==> config.mk <==
export PLATFORM = sky130hd
export DESIGN_NAME = event_ddr_reader
export DESIGN_NICKNAME = d
export VERILOG_FILES = /design/src/rtl/event_ddr_reader.sv
export SDC_FILE = /design/constraint.sdc
export NUM_CORES = 1
export LEC_CHECK = 0
export ABC_AREA = 1
export CAP_MARGIN = 20
export CORE_ASPECT_RATIO = 0.9
export CORE_UTILIZATION = 25
export DETAILED_ROUTE_END_ITERATION = 12
export GPL_ROUTABILITY_DRIVEN = 0
export GPL_TIMING_DRIVEN = 0
export MAX_ROUTING_LAYER = met4
export SLEW_MARGIN = 25
export SYNTH_ARGS = -nofsm -noshare
export SYNTH_HDL_FRONTEND = slang
export SYNTH_SLANG_ARGS = --single-unit
==> constraint.sdc <==
create_clock -name memclk -period 16.5 [get_ports memclk]
set_input_delay 1.65 -clock memclk [delete_from_list [all_inputs] [get_ports memclk]]
set_output_delay 1.65 -clock memclk [all_outputs]
set_load 0.05 [all_outputs]
==> src/rtl/event_ddr_reader.sv <==
// Read-only AXI4 master: turns (address, length) commands into 4 KiB-safe bursts and narrows 512-bit beats to 64-bit event words.
// Optional macro EVENT_DDR_READER_RRESP_CHECK_EN enables the sticky rd_err_o read-error flag.
module event_ddr_reader #(
  parameter int MAX_BURST       = 16,
  parameter int MAX_OUTSTANDING = 4
) (
  input  logic         memclk,
  input  logic         memreset,
  input  logic [63:0]  s_cmd_tdata,
  input  logic         s_cmd_tvalid,
  output logic         s_cmd_tready,
  output logic [31:0]  m_axi_araddr,
  output logic [7:0]   m_axi_arlen,
  output logic [2:0]   m_axi_arsize,
  output logic [1:0]   m_axi_arburst,
  output logic         m_axi_arvalid,
  input  logic         m_axi_arready,
  input  logic [511:0] m_axi_rdata,
  input  logic [1:0]   m_axi_rresp,
  input  logic         m_axi_rlast,
  input  logic         m_axi_rvalid,
  output logic         m_axi_rready,
  output logic [63:0]  m_ev_data_tdata,
  output logic [7:0]   m_ev_data_tkeep,
  output logic         m_ev_data_tlast,
  output logic         m_ev_data_tvalid,
  input  logic         m_ev_data_tready,
  output logic         busy_o,
  output logic         rd_err_o
);

  typedef enum logic [0:0] {IDLE, RUN} state_t;

  state_t        state_reg, state_next;
  logic          cmd_ready_reg;
  logic [25:0]   blk_reg;          // next burst address in 64 B units
  logic [14:0]   beats_left_reg;
  logic [17:0]   words_left_reg;
  logic [7:0]    last_keep_reg;
  logic [3:0]    outstanding_reg;
  logic          ar_valid_reg;
  logic [25:0]   ar_blk_reg;
  logic [7:0]    ar_len_reg;
  logic [511:0]  hold_reg;
  logic          hold_full_reg;
  logic [2:0]    idx_reg;
  logic          tlast_seen_reg;
  logic          rd_err_reg;

  logic          cmd_hs, ar_hs, r_hs, rlast_hs, out_hs, tlast_hs;
  logic          is_last_word, ar_launch, run_done;
  logic [19:0]   cmd_len;
  logic [14:0]   cmd_beats;
  logic [17:0]   cmd_words;
  logic [7:0]    cmd_keep;
  logic [6:0]    page_beats;
  logic [14:0]   burst;
  logic [63:0]   words [8];
  logic          unused_bits;

  assign cmd_len      = s_cmd_tdata[51:32];
  assign cmd_beats    = 15'((21'(cmd_len) + 21'd63) >> 6);
  assign cmd_words    = 18'((21'(cmd_len) + 21'd7) >> 3);
  assign cmd_keep     = (cmd_len[2:0] == 3'd0) ? 8'hFF : 8'((8'h01 << cmd_len[2:0]) - 8'h01);
  assign unused_bits  = ^{s_cmd_tdata[63:52], s_cmd_tdata[5:0], m_axi_rresp};

  assign cmd_hs       = s_cmd_tvalid && cmd_ready_reg;
  assign ar_hs        = ar_valid_reg && m_axi_arready;
  assign r_hs         = m_axi_rvalid && m_axi_rready;
  assign rlast_hs     = r_hs && m_axi_rlast;
  assign out_hs       = hold_full_reg && m_ev_data_tready;
  assign is_last_word = (words_left_reg == 18'd1);
  assign tlast_hs     = out_hs && is_last_word;
  assign run_done     = (tlast_seen_reg || tlast_hs) && (outstanding_reg == 4'd0) &&
                        (beats_left_reg == 15'd0) && !ar_valid_reg;

  assign ar_launch = (state_reg == RUN) && !ar_valid_reg && (beats_left_reg != 15'd0) &&
                     (outstanding_reg < 4'(MAX_OUTSTANDING));

  // Beats left before the 4 KiB page ends: 1..64.
  assign page_beats = 7'd64 - 7'(blk_reg[5:0]);

  always_comb begin
    burst = beats_left_reg;
    if (burst > 15'(MAX_BURST)) burst = 15'(MAX_BURST);
    if (burst > 15'(page_beats)) burst = 15'(page_beats);
  end

  always_ff @(posedge memclk) begin
    if (memreset) state_reg <= IDLE;
    else          state_reg <= state_next;
  end

  always_comb begin
    state_next = state_reg;
    case (state_reg)
      IDLE: if (cmd_hs && (cmd_len != 20'd0)) state_next = RUN;
      RUN:  if (run_done) state_next = IDLE;
      default: state_next = IDLE;
    endcase
  end

  always_ff @(posedge memclk) begin
    if (memreset) begin
      cmd_ready_reg   <= 1'b0;
      blk_reg         <= '0;
      beats_left_reg  <= '0;
      words_left_reg  <= '0;
      last_keep_reg   <= 8'hFF;
      outstanding_reg <= '0;
      ar_valid_reg    <= 1'b0;
      ar_blk_reg      <= '0;
      ar_len_reg      <= '0;
      hold_full_reg   <= 1'b0;
      idx_reg         <= '0;
      tlast_seen_reg  <= 1'b0;
    end else begin
      cmd_ready_reg <= (state_next == IDLE);

      if (cmd_hs) begin
        blk_reg        <= s_cmd_tdata[31:6];
        beats_left_reg <= cmd_beats;
        words_left_reg <= cmd_words;
        last_keep_reg  <= cmd_keep;
        tlast_seen_reg <= 1'b0;
      end else begin
        if (ar_launch) begin
          ar_valid_reg <= 1'b1;
          ar_blk_reg   <= blk_reg;
          ar_len_reg   <= 8'(burst - 15'd1);
        end
        if (ar_hs) begin
          ar_valid_reg   <= 1'b0;
          blk_reg        <= blk_reg + 26'(ar_len_reg) + 26'd1;
          beats_left_reg <= beats_left_reg - (15'(ar_len_reg) + 15'd1);
        end
        if (tlast_hs) tlast_seen_reg <= 1'b1;
      end

      case ({ar_hs, rlast_hs})
        2'b10:   outstanding_reg <= outstanding_reg + 4'd1;
        2'b01:   outstanding_reg <= outstanding_reg - 4'd1;
        default: outstanding_reg <= outstanding_reg;
      endcase

      // rready is only high while the holding register is empty, so load and drain never overlap.
      if (r_hs) begin
        hold_full_reg <= 1'b1;
        idx_reg       <= 3'd0;
      end
      if (out_hs) begin
        words_left_reg <= words_left_reg - 18'd1;
        if (is_last_word || (idx_reg == 3'd7)) hold_full_reg <= 1'b0;
        else                                   idx_reg       <= idx_reg + 3'd1;
      end
    end
  end

  always_ff @(posedge memclk) begin
    if (r_hs) hold_reg <= m_axi_rdata;
  end

`ifdef EVENT_DDR_READER_RRESP_CHECK_EN
  always_ff @(posedge memclk) begin
    if (memreset)                           rd_err_reg <= 1'b0;
    else if (cmd_hs)                        rd_err_reg <= 1'b0;
    else if (r_hs && (m_axi_rresp != 2'b00)) rd_err_reg <= 1'b1;
  end
`else
  assign rd_err_reg = 1'b0;
`endif

  genvar gi;
  generate
    for (gi = 0; gi < 8; gi++) begin : g_word
      assign words[gi] = hold_reg[gi*64 +: 64];
    end
  endgenerate

  assign s_cmd_tready     = cmd_ready_reg;
  assign m_axi_araddr     = {ar_blk_reg, 6'b0};
  assign m_axi_arlen      = ar_len_reg;
  assign m_axi_arsize     = 3'd6;
  assign m_axi_arburst    = 2'b01;
  assign m_axi_arvalid    = ar_valid_reg;
  assign m_axi_rready     = (state_reg == RUN) && !hold_full_reg;
  assign m_ev_data_tdata  = words[idx_reg];
  assign m_ev_data_tkeep  = is_last_word ? last_keep_reg : 8'hFF;
  assign m_ev_data_tlast  = hold_full_reg && is_last_word;
  assign m_ev_data_tvalid = hold_full_reg;
  assign busy_o           = (state_reg == RUN);
  assign rd_err_o         = rd_err_reg;

endmodule

==> impl_metrics.json <==
{
  "outcome": "finished clean",
  "synth.ff_latch_count": 624,
  "r2r-end": "m_axi_arlen[6]$_SDFFE_PP0P_",
  "netlist_instances": 2587,
  "synth_async_sr_flop_share": 0,
  "via_count": 23074,
  "yosys-mux-area-fraction": 0,
  "synth_top_area_share": 0.569,
  "peakVddDrop_v": 0.0000863,
  "grt_first_pass_wirelength_um": 154000,
  "detail-route-antenna-nets": 0,
  "synth_sequential_area_ratio": 0.651,
  "report.final.hold_viol_count": 0,
  "drive_above_1_share": 0.0659,
  "drc": 0,
  "largest_net_degree_at_the_start_of_global_routing": 99,
  "power.density_cell_area_nw_per_um2": 105,
  "relative_max_transition_margin": 0.334,
  "boundaryPins": 709,
  "cts_num_sinks": 624,
  "synth_xor_area_frac": 0.00939,
  "top_usage_layer": "met2",
  "placement.setup.worst_slack_ns": 10.30,
  "worst-r2r-cell-count": 19,
  "synth_top_cell_by_area": "sky130_fd_sc_hd__edfxtp_1",
  "post-cts-setup-buffer-count": 0,
  "postRouteWirelength_um": 110000,
  "cp_max_fo": 10,
  "wp_data_arrival_ns": 4.83,
  "max_cap_viol_count": 0,
  "timing.critical_path.from": "idx_reg[0]$_SDFF_PP0_",
  "use_met2": 0.322,
  "tritoncts_clock_tree": "built",
  "critical-path-top-cell-by-count": "sky130_fd_sc_hd__buf_2",
  "core.rowCount": 114,
  "die_x_um": 349,
  "clk_pin_slew_worst_paths_ns": 0.06,
  "cp-end-kind": "primary output",
  "buffers_added_on_ports": 675,
  "cts-resized-gates": 0,
  "dp_hpwl_um": 84500,
  "synth.cells.most_frequent": "575 x sky130_fd_sc_hd__nor2_1, 512 x sky130_fd_sc_hd__edfxtp_1, 343 x sky130_fd_sc_hd__o21ai_0, 250 x sky130_fd_sc_hd__nand2_1, 120 x sky130_fd_sc_hd__inv_1",
  "fp.dieH_um": 314,
  "critPathMaxStageDelay_ns": 0.92,
  "grt_setup_unrepaired": "false",
  "avgViaCountPerCell": 4.71,
  "timing.critical_path.from_type": "flop",
  "die_area_um2": 109000,
  "worstSetupPathType": "reg2out",
  "wire_per_inst_um": 22.5,
  "clock_tree.buffer_depth": 3,
  "number_of_global_route_vias_before_repair": 22087,
  "dr.first_iter.drc_count": 2433,
  "max_reg_flops": 512,
  "period_share": 0.393,
  "timing.fmax_mhz": 154,
  "cts.hold.buffers_added": 0,
  "ys_top_cells_by_area": "sky130_fd_sc_hd__edfxtp_1 57%, sky130_fd_sc_hd__dfxtp_1 8.3%, sky130_fd_sc_hd__nor2_1 8.0%, sky130_fd_sc_hd__o21ai_0 6.3%, sky130_fd_sc_hd__nand2_1 3.5%",
  "htreeDepth": 3,
  "hold_path_class": "reg2reg",
  "worstPathBufferInverterCount": 5,
  "syn-cell-area_um2": 27000,
  "timing.critical_path.cells": "inv_2 -> buf_2 -> buf_2 -> clkbuf_1 -> o21ai_0 -> o22ai_1 -> nor2_1 -> a31oi_1 -> clkdlybuf4s50_1",
  "most_frequently_used_cell_type_in_the_post_synthesis_netlist": "sky130_fd_sc_hd__nor2_1",
  "grt.total_usage": 0.201,
  "globalRoute.totalOverflow": 0,
  "detailedRoute.firstPassIterationCount": 6,
  "antenna_found_initial": 46,
  "number_of_enable_flip_flop_cells_after_synthesis": 512,
  "grtUsageMet1": 0.248,
  "total_of_warnings_raised_by_yosys": 0,
  "synth_adder_area_share": 0.0170,
  "cts_made_buffers": 73,
  "holdCritStartpoint": "last_keep_reg[1]$_SDFFE_PP1P_",
  "p_leak_nw": 13.5,
  "synth-simple-area-share": 0.153,
  "grt.met3_usage": 0.0509,
  "timing.final.ws_setup_ns": 10.02,
  "timing_worst_slew_pin_value_ns": 0.999,
  "crit-reg2reg-launch": "blk_reg[0]$_SDFFE_PP0P_",
  "worst_ep_required_ns": 14.85,
  "timing.hold.worst_endpoint": "last_keep_reg[1]$_SDFFE_PP1P_",
  "synth_cell_type_count": 56,
  "avgSynthCellArea_um2": 10.5,
  "design.core.area_um2": 107000,
  "initial_core_util": 0.252,
  "ys_dominant_reg_cell": "sky130_fd_sc_hd__edfxtp_1",
  "clk_latency_ns": 0.64,
  "cp_slowest_cell": "sky130_fd_sc_hd__clkdlybuf4s50_1",
  "r2r_setup_slack_ns": 13.30,
  "synth-compound-area-share": 0.126,
  "root_buffer": "sky130_fd_sc_hd__clkbuf_16",
  "final.setup_skew_ns": 0.0270,
  "final_net_count": 3976,
  "setup-violations-final": 0,
  "worst_hold_path_cell_count": 2,
  "synth_top_family_by_area": "simple AND/OR/NAND/NOR gates",
  "timing.final.max_slew_violations": 0,
  "cp_delay_by_family_top": "buffers and inverters",
  "setup_total_negative_slack_ns": 0,
  "final.min_clock_period_ns": 6.48,
  "relative_area_change_from_synthesis_to_final_layout_pct": 41.6
}
## tightest hold or removal path: cells and delay by family (launching register included)
kind               cells  cell delay, ns
AOI/OAI and AO/OA      1            0.06
DFF                    1            0.33
and+or+nand+nor        1            0.05
## where the power goes
group / internal (mW) / switching, mW / leakage [nW] / total, mW
Clock: 0.910 / 0.705 / 1.16 / 1.62
Sequential: 1.77 / 0.0331 / 5.57 / 1.80
Combinational: 0.255 / 0.353 / 6.79 / 0.608
Total: 2.94 / 1.09 / 13.5 / 4.03
## stage by stage
step | instances | hold WS, ns | util | instance area, µm² | power, mW
2_1_floorplan | 2600 | 0.420 | - | 27100 | 2.17
3_3_place_gp | 4725 | 0.437 | 0.332 | 35700 | 2.46
3_5_place_dp | 4731 | 0.445 | 0.334 | 35800 | 2.44
4_1_cts | 4865 | 0.459 | 0.356 | 38200 | 4.06
5_1_grt | 4894 | 0.497 | 0.357 | 38300 | 4.18
6_report | 4897 | 0.463 | 0.357 | 38300 | 4.03
## cell type report
type	instances	area [µm²]
inverters	135	514
plain buffers	148	652
flip-flops and latches	624	17600
fillers	10729	69000
multi-input cells	1693	8320
clock buffers	95	1980
well taps	1450	1810
diodes	32	80.1
repair buffers	681	6910
clock inverters	39	412
## metal layers
layer | up-vias | routed length [µm]
met1 | 11035 | 44400
met3 | 164 | 10400
met2 | 1206 | 52400
met4 | 0 | 2980
li1 | 10669 | -
met5 | - | 0
## cell families after synthesis
group / Yosys count
and+or+nand+nor: 993
DFF: 624
AOI/OAI and AO/OA: 621
buffers and inverters: 283
adders and majority gates: 35
xor gates and xnor gates: 29
other: 2
## worst max path at each step
stage	to	slack, ns	depth (start not counted)
after CTS	m_ev_data_tdata[7]	9.59	9
after floorplan	idx_reg[1]$_SDFF_PP0_	3.30	5
after global placement	idx_reg[1]$_SDFF_PP0_	-4.08	6
after global routing	m_ev_data_tdata[7]	9.54	9
after detailed placement	m_ev_data_tdata[7]	10.30	9
final	m_ev_data_tdata[9]	10.02	9
## cell usage in the layout, fill, tap and decap left out, drive strengths merged, types with 3 or more instances in the layout
master / count
a21oi: 87
a31oi: 92
buf: 72
bufinv: 3
clkbuf: 177
clkdlybuf4s50: 675
clkinv: 31
clkinvlp: 3
conb: 15
dfxtp: 112
diode: 32
edfxtp: 512
fa: 3
ha: 32
inv: 137
nand2: 264
nand3: 80
nand3b: 7
nand4: 18
nor2: 590
nor3: 12
nor4: 5
o211ai: 5
o21ai: 352
o221ai: 3
o22ai: 64
or2: 15
xnor2: 10
xor2: 19
(Power assumes the default switching activity.)
